`config.mk`:
```
export PLATFORM = sky130hd
export DESIGN_NAME = param_calc_flat
export DESIGN_NICKNAME = d
export VERILOG_FILES = /design/src/rtl/param_calc_if.sv /design/src/rtl/param_calc.sv /design/src/flat_wrapper.sv
export SDC_FILE = /design/constraint.sdc
export NUM_CORES = 1
export LEC_CHECK = 0
export CAP_MARGIN = 10
export CELL_PAD_IN_SITES_DETAIL_PLACEMENT = 1
export CELL_PAD_IN_SITES_GLOBAL_PLACEMENT = 1
export CORE_AREA = 2 2 80 82
export CTS_CLUSTER_SIZE = 30
export DETAILED_ROUTE_END_ITERATION = 8
export DIE_AREA = 0 0 82 84
export DONT_BUFFER_PORTS = 1
export HOLD_SLACK_MARGIN = 0.02
export PLACE_DENSITY_LB_ADDON = 0.08
export RECOVER_POWER = 100
export SETUP_SLACK_MARGIN = 0.1
export SKIP_CTS_REPAIR_TIMING = 1
export SLEW_MARGIN = 20
export SYNTH_ARGS = -nofsm -noshare
export SYNTH_HDL_FRONTEND = slang
export SYNTH_SLANG_ARGS = --single-unit
export TNS_END_PERCENT = 20
```
`constraint.sdc`:
```
create_clock -name clk -period 1.85 [get_ports clk]
set_input_delay 0.37 -clock clk [delete_from_list [all_inputs] [get_ports clk]]
set_output_delay 0.37 -clock clk [all_outputs]
set_load 0.02 [all_outputs]
```
`src/rtl/param_calc_if.sv`:
```
// param_calc_if: request/result bundle for the param_calc integer calculator.
//
// Signals (W = operand width):
//   Go    start request, honoured only while the calculator is idle
//   X, Y  W-bit unsigned operands
//   F     3-bit opcode
//   Done  one-cycle completion pulse (also on error completions)
//   Busy  high while an operation is being loaded or executed
//   H, L  2W-bit result split into high/low halves (remainder/quotient for DIV)
//   CS    current controller state code, zero-extended to 4 bits
//   Err   sticky error flag (divide by zero or invalid opcode)
//
// master: the requester side; slave: the calculator side.
interface param_calc_if #(
  parameter int W = 4
);
  logic         Go;
  logic [W-1:0] X;
  logic [W-1:0] Y;
  logic [2:0]   F;
  logic         Done;
  logic         Busy;
  logic [W-1:0] H;
  logic [W-1:0] L;
  logic [3:0]   CS;
  logic         Err;

  modport master (
    output Go, X, Y, F,
    input  Done, Busy, H, L, CS, Err
  );

  modport slave (
    input  Go, X, Y, F,
    output Done, Busy, H, L, CS, Err
  );
endinterface

```
`src/rtl/param_calc.sv`:
```
// param_calc: W-bit multi-function integer calculator.
//
// Captures X, Y and F when Go is accepted in IDLE, then either computes a
// single-cycle logic/arithmetic result (ADD, SUB, AND, XOR) or runs W
// iterations of a shared shift-add multiplier / restoring divider (MUL, SQR,
// DIV). The 2W-bit result is returned as H/L together with a one-cycle Done.
// DIV by zero and opcode 111 complete through the ERR state, which clears
// H/L and raises the sticky Err flag.
//
// Ports:
//   clk  rising-edge clock
//   rst  asynchronous, active-low reset
//   bus  param_calc_if.slave (Go/X/Y/F in; Done/Busy/H/L/CS/Err out)
module param_calc #(
  parameter int W = 4
) (
  input  logic          clk,
  input  logic          rst,
  param_calc_if.slave   bus
);

  localparam int CW = $clog2(W + 1);

  localparam logic [2:0] OP_ADD = 3'd0;
  localparam logic [2:0] OP_SUB = 3'd1;
  localparam logic [2:0] OP_AND = 3'd2;
  localparam logic [2:0] OP_XOR = 3'd3;
  localparam logic [2:0] OP_MUL = 3'd4;
  localparam logic [2:0] OP_SQR = 3'd5;
  localparam logic [2:0] OP_DIV = 3'd6;

  typedef enum logic [2:0] {
    S_IDLE = 3'd0,
    S_LOAD = 3'd1,
    S_EXEC = 3'd2,
    S_ITER = 3'd3,
    S_DONE = 3'd4,
    S_ERR  = 3'd5
  } state_t;

  state_t        state;
  state_t        state_next;

  logic [W-1:0]  xr;
  logic [W-1:0]  yr;
  logic [2:0]    fr;
  logic [W-1:0]  mcand;
  logic [CW-1:0] cnt;
  // Shared iterative register. MUL/SQR: bits [2W:W] accumulate partial sums,
  // the low half holds the multiplier being shifted out. DIV: [2W-1:W] is
  // the partial remainder and [W-1:0] the dividend/quotient.
  logic [2*W:0]  acc;

  logic [W-1:0]  h_q;
  logic [W-1:0]  l_q;
  logic          done_q;
  logic          err_q;

  logic [W:0]    add_sum;
  logic [W-1:0]  exec_h;
  logic [W-1:0]  exec_l;

  logic [W:0]    mul_sum;
  logic [2*W:0]  mul_next;
  logic [W:0]    div_shift;
  logic          div_fits;
  logic [W-1:0]  div_rem;
  logic [2*W:0]  div_next;
  logic [2*W:0]  iter_next;

  always_ff @(posedge clk or negedge rst) begin
    if (!rst) begin
      state <= S_IDLE;
    end else begin
      state <= state_next;
    end
  end

  always_comb begin
    state_next = state;
    case (state)
      S_IDLE: begin
        if (bus.Go) begin
          state_next = S_LOAD;
        end
      end
      S_LOAD: begin
        if (!fr[2]) begin
          state_next = S_EXEC;
        end else if (fr == OP_MUL || fr == OP_SQR) begin
          state_next = S_ITER;
        end else if (fr == OP_DIV && yr != '0) begin
          state_next = S_ITER;
        end else begin
          state_next = S_ERR;
        end
      end
      S_EXEC: state_next = S_DONE;
      S_ITER: begin
        if (cnt == CW'(1)) begin
          state_next = S_DONE;
        end
      end
      S_DONE:  state_next = S_IDLE;
      S_ERR:   state_next = S_IDLE;
      default: state_next = S_IDLE;
    endcase
  end

  // Single-cycle results from the captured operands.
  always_comb begin
    add_sum = {1'b0, xr} + {1'b0, yr};
    exec_h  = '0;
    exec_l  = '0;
    case (fr)
      OP_ADD: begin
        exec_h = {{(W-1){1'b0}}, add_sum[W]};
        exec_l = add_sum[W-1:0];
      end
      OP_SUB: begin
        exec_h = {W{xr < yr}};
        exec_l = xr - yr;
      end
      OP_AND: exec_l = xr & yr;
      OP_XOR: exec_l = xr ^ yr;
      default: begin
        exec_h = '0;
        exec_l = '0;
      end
    endcase
  end

  // One iteration of the shared engine. The multiplier adds the multiplicand
  // into the upper half when the current multiplier bit is set and then
  // shifts right; the divider shifts {remainder, quotient} left by one and
  // keeps the trial subtraction only when the divisor fits.
  always_comb begin
    mul_sum = acc[2*W:W];
    if (acc[0]) begin
      mul_sum = acc[2*W:W] + {1'b0, mcand};
    end
    mul_next  = {1'b0, mul_sum, acc[W-1:1]};

    div_shift = acc[2*W-1:W-1];
    div_fits  = (div_shift >= {1'b0, yr});
    div_rem   = div_fits ? W'(div_shift - {1'b0, yr}) : div_shift[W-1:0];
    div_next  = {1'b0, div_rem, acc[W-2:0], div_fits};

    iter_next = (fr == OP_DIV) ? div_next : mul_next;
  end

  always_ff @(posedge clk or negedge rst) begin
    if (!rst) begin
      xr     <= '0;
      yr     <= '0;
      fr     <= '0;
      mcand  <= '0;
      cnt    <= '0;
      acc    <= '0;
      h_q    <= '0;
      l_q    <= '0;
      done_q <= 1'b0;
      err_q  <= 1'b0;
    end else begin
      done_q <= 1'b0;
      case (state)
        S_IDLE: begin
          if (bus.Go) begin
            xr    <= bus.X;
            yr    <= bus.Y;
            fr    <= bus.F;
            err_q <= 1'b0;
          end
        end
        S_LOAD: begin
          // SQR reuses X as the multiplier; DIV starts with X as dividend.
          cnt   <= CW'(W);
          mcand <= xr;
          acc   <= {{(W+1){1'b0}}, (fr == OP_MUL) ? yr : xr};
        end
        S_EXEC: begin
          h_q    <= exec_h;
          l_q    <= exec_l;
          done_q <= 1'b1;
        end
        S_ITER: begin
          acc <= iter_next;
          cnt <= cnt - CW'(1);
          if (cnt == CW'(1)) begin
            h_q    <= iter_next[2*W-1:W];
            l_q    <= iter_next[W-1:0];
            done_q <= 1'b1;
          end
        end
        S_ERR: begin
          h_q    <= '0;
          l_q    <= '0;
          err_q  <= 1'b1;
          done_q <= 1'b1;
        end
        default: begin
        end
      endcase
    end
  end

  assign bus.Done = done_q;
  assign bus.Busy = (state == S_LOAD) || (state == S_EXEC) || (state == S_ITER);
  assign bus.H    = h_q;
  assign bus.L    = l_q;
  assign bus.CS   = {1'b0, state};
  assign bus.Err  = err_q;

endmodule

```
`src/flat_wrapper.sv`:
```
// flat-port wrapper written by rule: the top's interface ports become plain ports
module param_calc_flat 
#(
  parameter int W = 4
)
  (clk, rst, bus_Go, bus_X, bus_Y, bus_F, bus_Done, bus_Busy, bus_H, bus_L, bus_CS, bus_Err);
  param_calc_if #(.W(W)) bus_i ();
  input  logic clk;
  input  logic rst;
  input wire logic [$bits(bus_i.Go)-1:0] bus_Go;
  input wire logic [$bits(bus_i.X)-1:0] bus_X;
  input wire logic [$bits(bus_i.Y)-1:0] bus_Y;
  input wire logic [$bits(bus_i.F)-1:0] bus_F;
  output wire logic [$bits(bus_i.Done)-1:0] bus_Done;
  output wire logic [$bits(bus_i.Busy)-1:0] bus_Busy;
  output wire logic [$bits(bus_i.H)-1:0] bus_H;
  output wire logic [$bits(bus_i.L)-1:0] bus_L;
  output wire logic [$bits(bus_i.CS)-1:0] bus_CS;
  output wire logic [$bits(bus_i.Err)-1:0] bus_Err;
  assign bus_i.Go = bus_Go;
  assign bus_i.X = bus_X;
  assign bus_i.Y = bus_Y;
  assign bus_i.F = bus_F;
  assign bus_Done = bus_i.Done;
  assign bus_Busy = bus_i.Busy;
  assign bus_H = bus_i.H;
  assign bus_L = bus_i.L;
  assign bus_CS = bus_i.CS;
  assign bus_Err = bus_i.Err;
  param_calc #(.W(W)) u_core (.clk(clk), .rst(rst), .bus(bus_i));
endmodule
```
==> impl_metrics.py <==
metrics = {
    "outcome": {
        "status": "complete, but fails checks",
        "violations": "setup timing",
    },
    "synth": {
        "ys_ff_latch": 39,
        "synth_edf_count": 0,
        "synth_flop_cell": "dfrtp_1",
        "syn-cell-area_sq_um": 2566,
        "ys_types": 57,
        "synth_area_per_cell_sq_um": 9.575,
        "ys_async_sr_fraction_pct": 100.0,
        "synth_warnings": 0,
        "syn_inst": 268,
        "synth_fp_nets": 304,
        "synth_seq_area_share_pct": 38.03,
    },
    "placement": {
        "place_ws_ns": -0.1425,
        "io_buffer_count": 0,
        "place_inst": 373,
        "gp_congestion": 0.8181,
        "dpl-instance-area_sq_um": 2942,
        "dp_hpwl_microns": 5535,
    },
    "detailed_routing": {
        "wl_microns": 7043,
        "post_drt_wl_per_cell_microns": 18.25,
        "drtIter0Drc": 35,
        "drtPass1Iterations": 4,
        "drc": 0,
        "ant_nets": 0,
        "viasPerCell": 5.469,
        "num_vias": 2111,
    },
    "setup_path": {
        "worstSetupPathType": "reg -> reg",
        "slowest_stage": "dfrtp_1",
        "slowest_delay_ns": 0.46,
        "cp_data_required_time_ns": 2.03,
        "path_max_fanout": 8,
        "worstPathArrival_ns": 2.11,
        "crit_family": "compound AO/OA/AOI/OAI gates",
        "crit_buf_inv": 0,
        "end_kind": "flop",
        "cp-start-kind": "flop",
        "crit_top_cell": "o31a_1",
        "cp_cell_sequence": "ha_4 -> nor2b_4 -> o31a_1 -> o21a_1 -> o31a_1 -> o22a_1",
    },
    "sta": {
        "clock.fmax_mhz": 518.8,
        "whs_ns": 0.2067,
        "fin_crit_sh_pct": 104.2,
        "clock_skew_ns": 0.009647,
        "finalSetupViolations": 8,
        "worst_slew_pin_slew_ns": 1.003,
        "hold_viol": 0,
        "tns_ns": -0.3341,
        "slew_violations": 0,
        "max-slew-margin-rel_pct": 33.10,
        "fin_ws_ns": -0.07752,
        "post-route-min-period_ns": 1.928,
        "rsz0062_at_grt": "true",
    },
    "floorplanning": {
        "start_util_pct": 42.10,
        "dieHeight_microns": 84,
        "die_width_microns": 82,
        "ios": 29,
        "core_area_sq_um": 6096,
        "rows": 29,
        "die_area_sq_um": 6888,
    },
    "layout": {
        "instances_no_fill": 386,
        "area_growth_pct": 23.31,
        "drive_gt1_share_pct": 28.16,
        "postLayoutCellArea_sq_um": 3164,
        "antenna_cells": 0,
        "layout_commonest_cell": "dfrtp_1",
        "fill_cells": 711,
        "nNetsFinal": 344,
        "utilization_pct": 51.91,
        "layout_common_cells": "dfrtp_1, buf_4, nor2_1, nand2_1",
    },
    "clock_tree": {
        "clk_pin_slew_worst_paths_ns": 0.08,
        "cts_buffer_depth": 2,
        "htreeDepth": 2,
        "clk_latency_ns": 0.29,
        "cts_tree": "done",
        "cts-root-buf": "clkbuf_8",
        "cts-buffers-inserted": 5,
        "clock_sinks": 39,
    },
    "power_and_ir_drop": {
        "peakVddDrop_uv": 930.1,
        "p_clk_share_pct": 12.8,
        "p_per_area_nw_per_um2": 2105,
        "switching_share_pct": 44.19,
        "comb_power_share_pct": 60.5,
        "totalPowerFinal_mw": 6.662,
        "p_int_mw": 3.718,
        "p_sw_mw": 2.944,
        "seqPwrFrac_pct": 26.7,
        "p_leak_nw": 1.438,
    },
    "flow_run": {
        "max-cap-violations": 0,
    },
    "worst_hold_path": {
        "hold_path.class": "in -> reg",
    },
    "global_route": {
        "antenna_found_initial": 0,
        "grt_max_degree": 40,
        "overflow": 0,
        "grt_usage_pct": 22.82,
        "grt_pass1_wl_microns": 11870,
        "grt_pass1_vias": 2291,
    },
}
-- registers in the layout (all words and copies together) (netlist names) --
register,count
u_core.bus.H,4
u_core.cnt,3
u_core.bus.Done,1
u_core.fr,3
u_core.bus.Err,1
u_core.xr,4
u_core.bus.L,4
u_core.yr,4
u_core.mcand,4
u_core.state,3
u_core.acc,8
-- area by class of cell --
type,count,area [sq um],area share [%]
Clock buffer,6,72.57,2.293
Clock inverter,2,60.06,1.898
Inverter,13,48.80,1.542
Multi-Input combinational cell,203,1569,49.58
Sequential cell,39,977.2,30.88
Tap cell,77,96.34,3.045
Timing Repair Buffer,46,340.3,10.76
-- worst paths after layout --
kind / startpoint / cells past startpoint / slack [ns] / to
setup / recovery: u_core.acc[4]$_DFFE_PN0P_ / 6 / -0.08 / u_core.bus.H[1]$_DFFE_PN0P_
hold / removal: bus_Y[2] / 2 / 0.21 / u_core.yr[2]$_DFFE_PN0P_
setup reg to reg: u_core.acc[4]$_DFFE_PN0P_ / 6 / -0.08 / u_core.bus.H[1]$_DFFE_PN0P_
hold reg to reg: u_core.mcand[3]$_DFFE_PN0P_ / 1 / 0.53 / u_core.mcand[3]$_DFFE_PN0P_
max in group asynchronous: rst / 2 / 0.36 / u_core.yr[0]$_DFFE_PN0P_
min in group asynchronous: rst / 2 / 0.79 / u_core.acc[7]$_DFFE_PN0P_
-- synthesized netlist by cell type (2+ instances only) --
library cell  instances  share of area, %
a21o_1                4               1.2
and2_1                2              0.49
nand2_1              26               3.8
o21ai_0              13               2.5
o211ai_1              5               1.5
ha_1                 18               8.8
mux2_2               11               4.8
a31oi_1               4              0.97
fa_1                  4               3.1
clkbuf_1              5              0.73
a211oi_1              2              0.58
o31a_1                2              0.68
o31ai_1               2              0.58
xor2_1                2              0.68
and3b_1               2              0.68
inv_1                13               1.9
dfrtp_1              39                38
nand3b_1              3              0.88
a2111oi_0             2              0.68
nand2b_1              5               1.2
a211o_1               2              0.68
nand3_1               5              0.97
buf_2                 5              0.97
nor3_1                3              0.58
nor2b_1               7               1.7
a21oi_2               3               1.0
o21a_1                3              0.88
mux2i_1              10               3.9
nor2_1               24               3.5
o211a_1               2              0.78
a21oi_1              14               2.7
-- per-layer routing --
layer	share of wire [%]	GRT usage, %	up-vias	routed length (microns)
met5	0	0	-	0
met4	1.3	6.364	0	91
met3	3.1	4.221	9	220
met2	49	36.66	32	3429
met1	47	31.15	1036	3301
li1	-	-	1034	-
-- power groups by stage --
stage	registers, mW	logic (mW)	clock network (mW)
final	1.78	4.03	0.853
after global routing	1.84	4.51	0.917
after CTS	1.76	3.87	0.880
after detailed placement	1.77	3.84	0
after global placement	1.76	3.77	0
after floorplan	1.71	2.51	0
-- logic make-up (layout without fill, tap and decap cells) --
family / Yosys count / after routing / share of synthesized area, %
simple gates: 86 / 86 / 16.58
flops: 39 / 39 / 38.03
xor+xnor: 3 / 3 / 1.024
buf+inv: 26 / 67 / 4.486
mux: 22 / 22 / 9.605
fa+ha+maj: 22 / 22 / 11.90
compound gates: 69 / 69 / 18.24
other cells: 1 / 1 / 0.1461
Note: power is estimated with default switching activity, not from simulation.
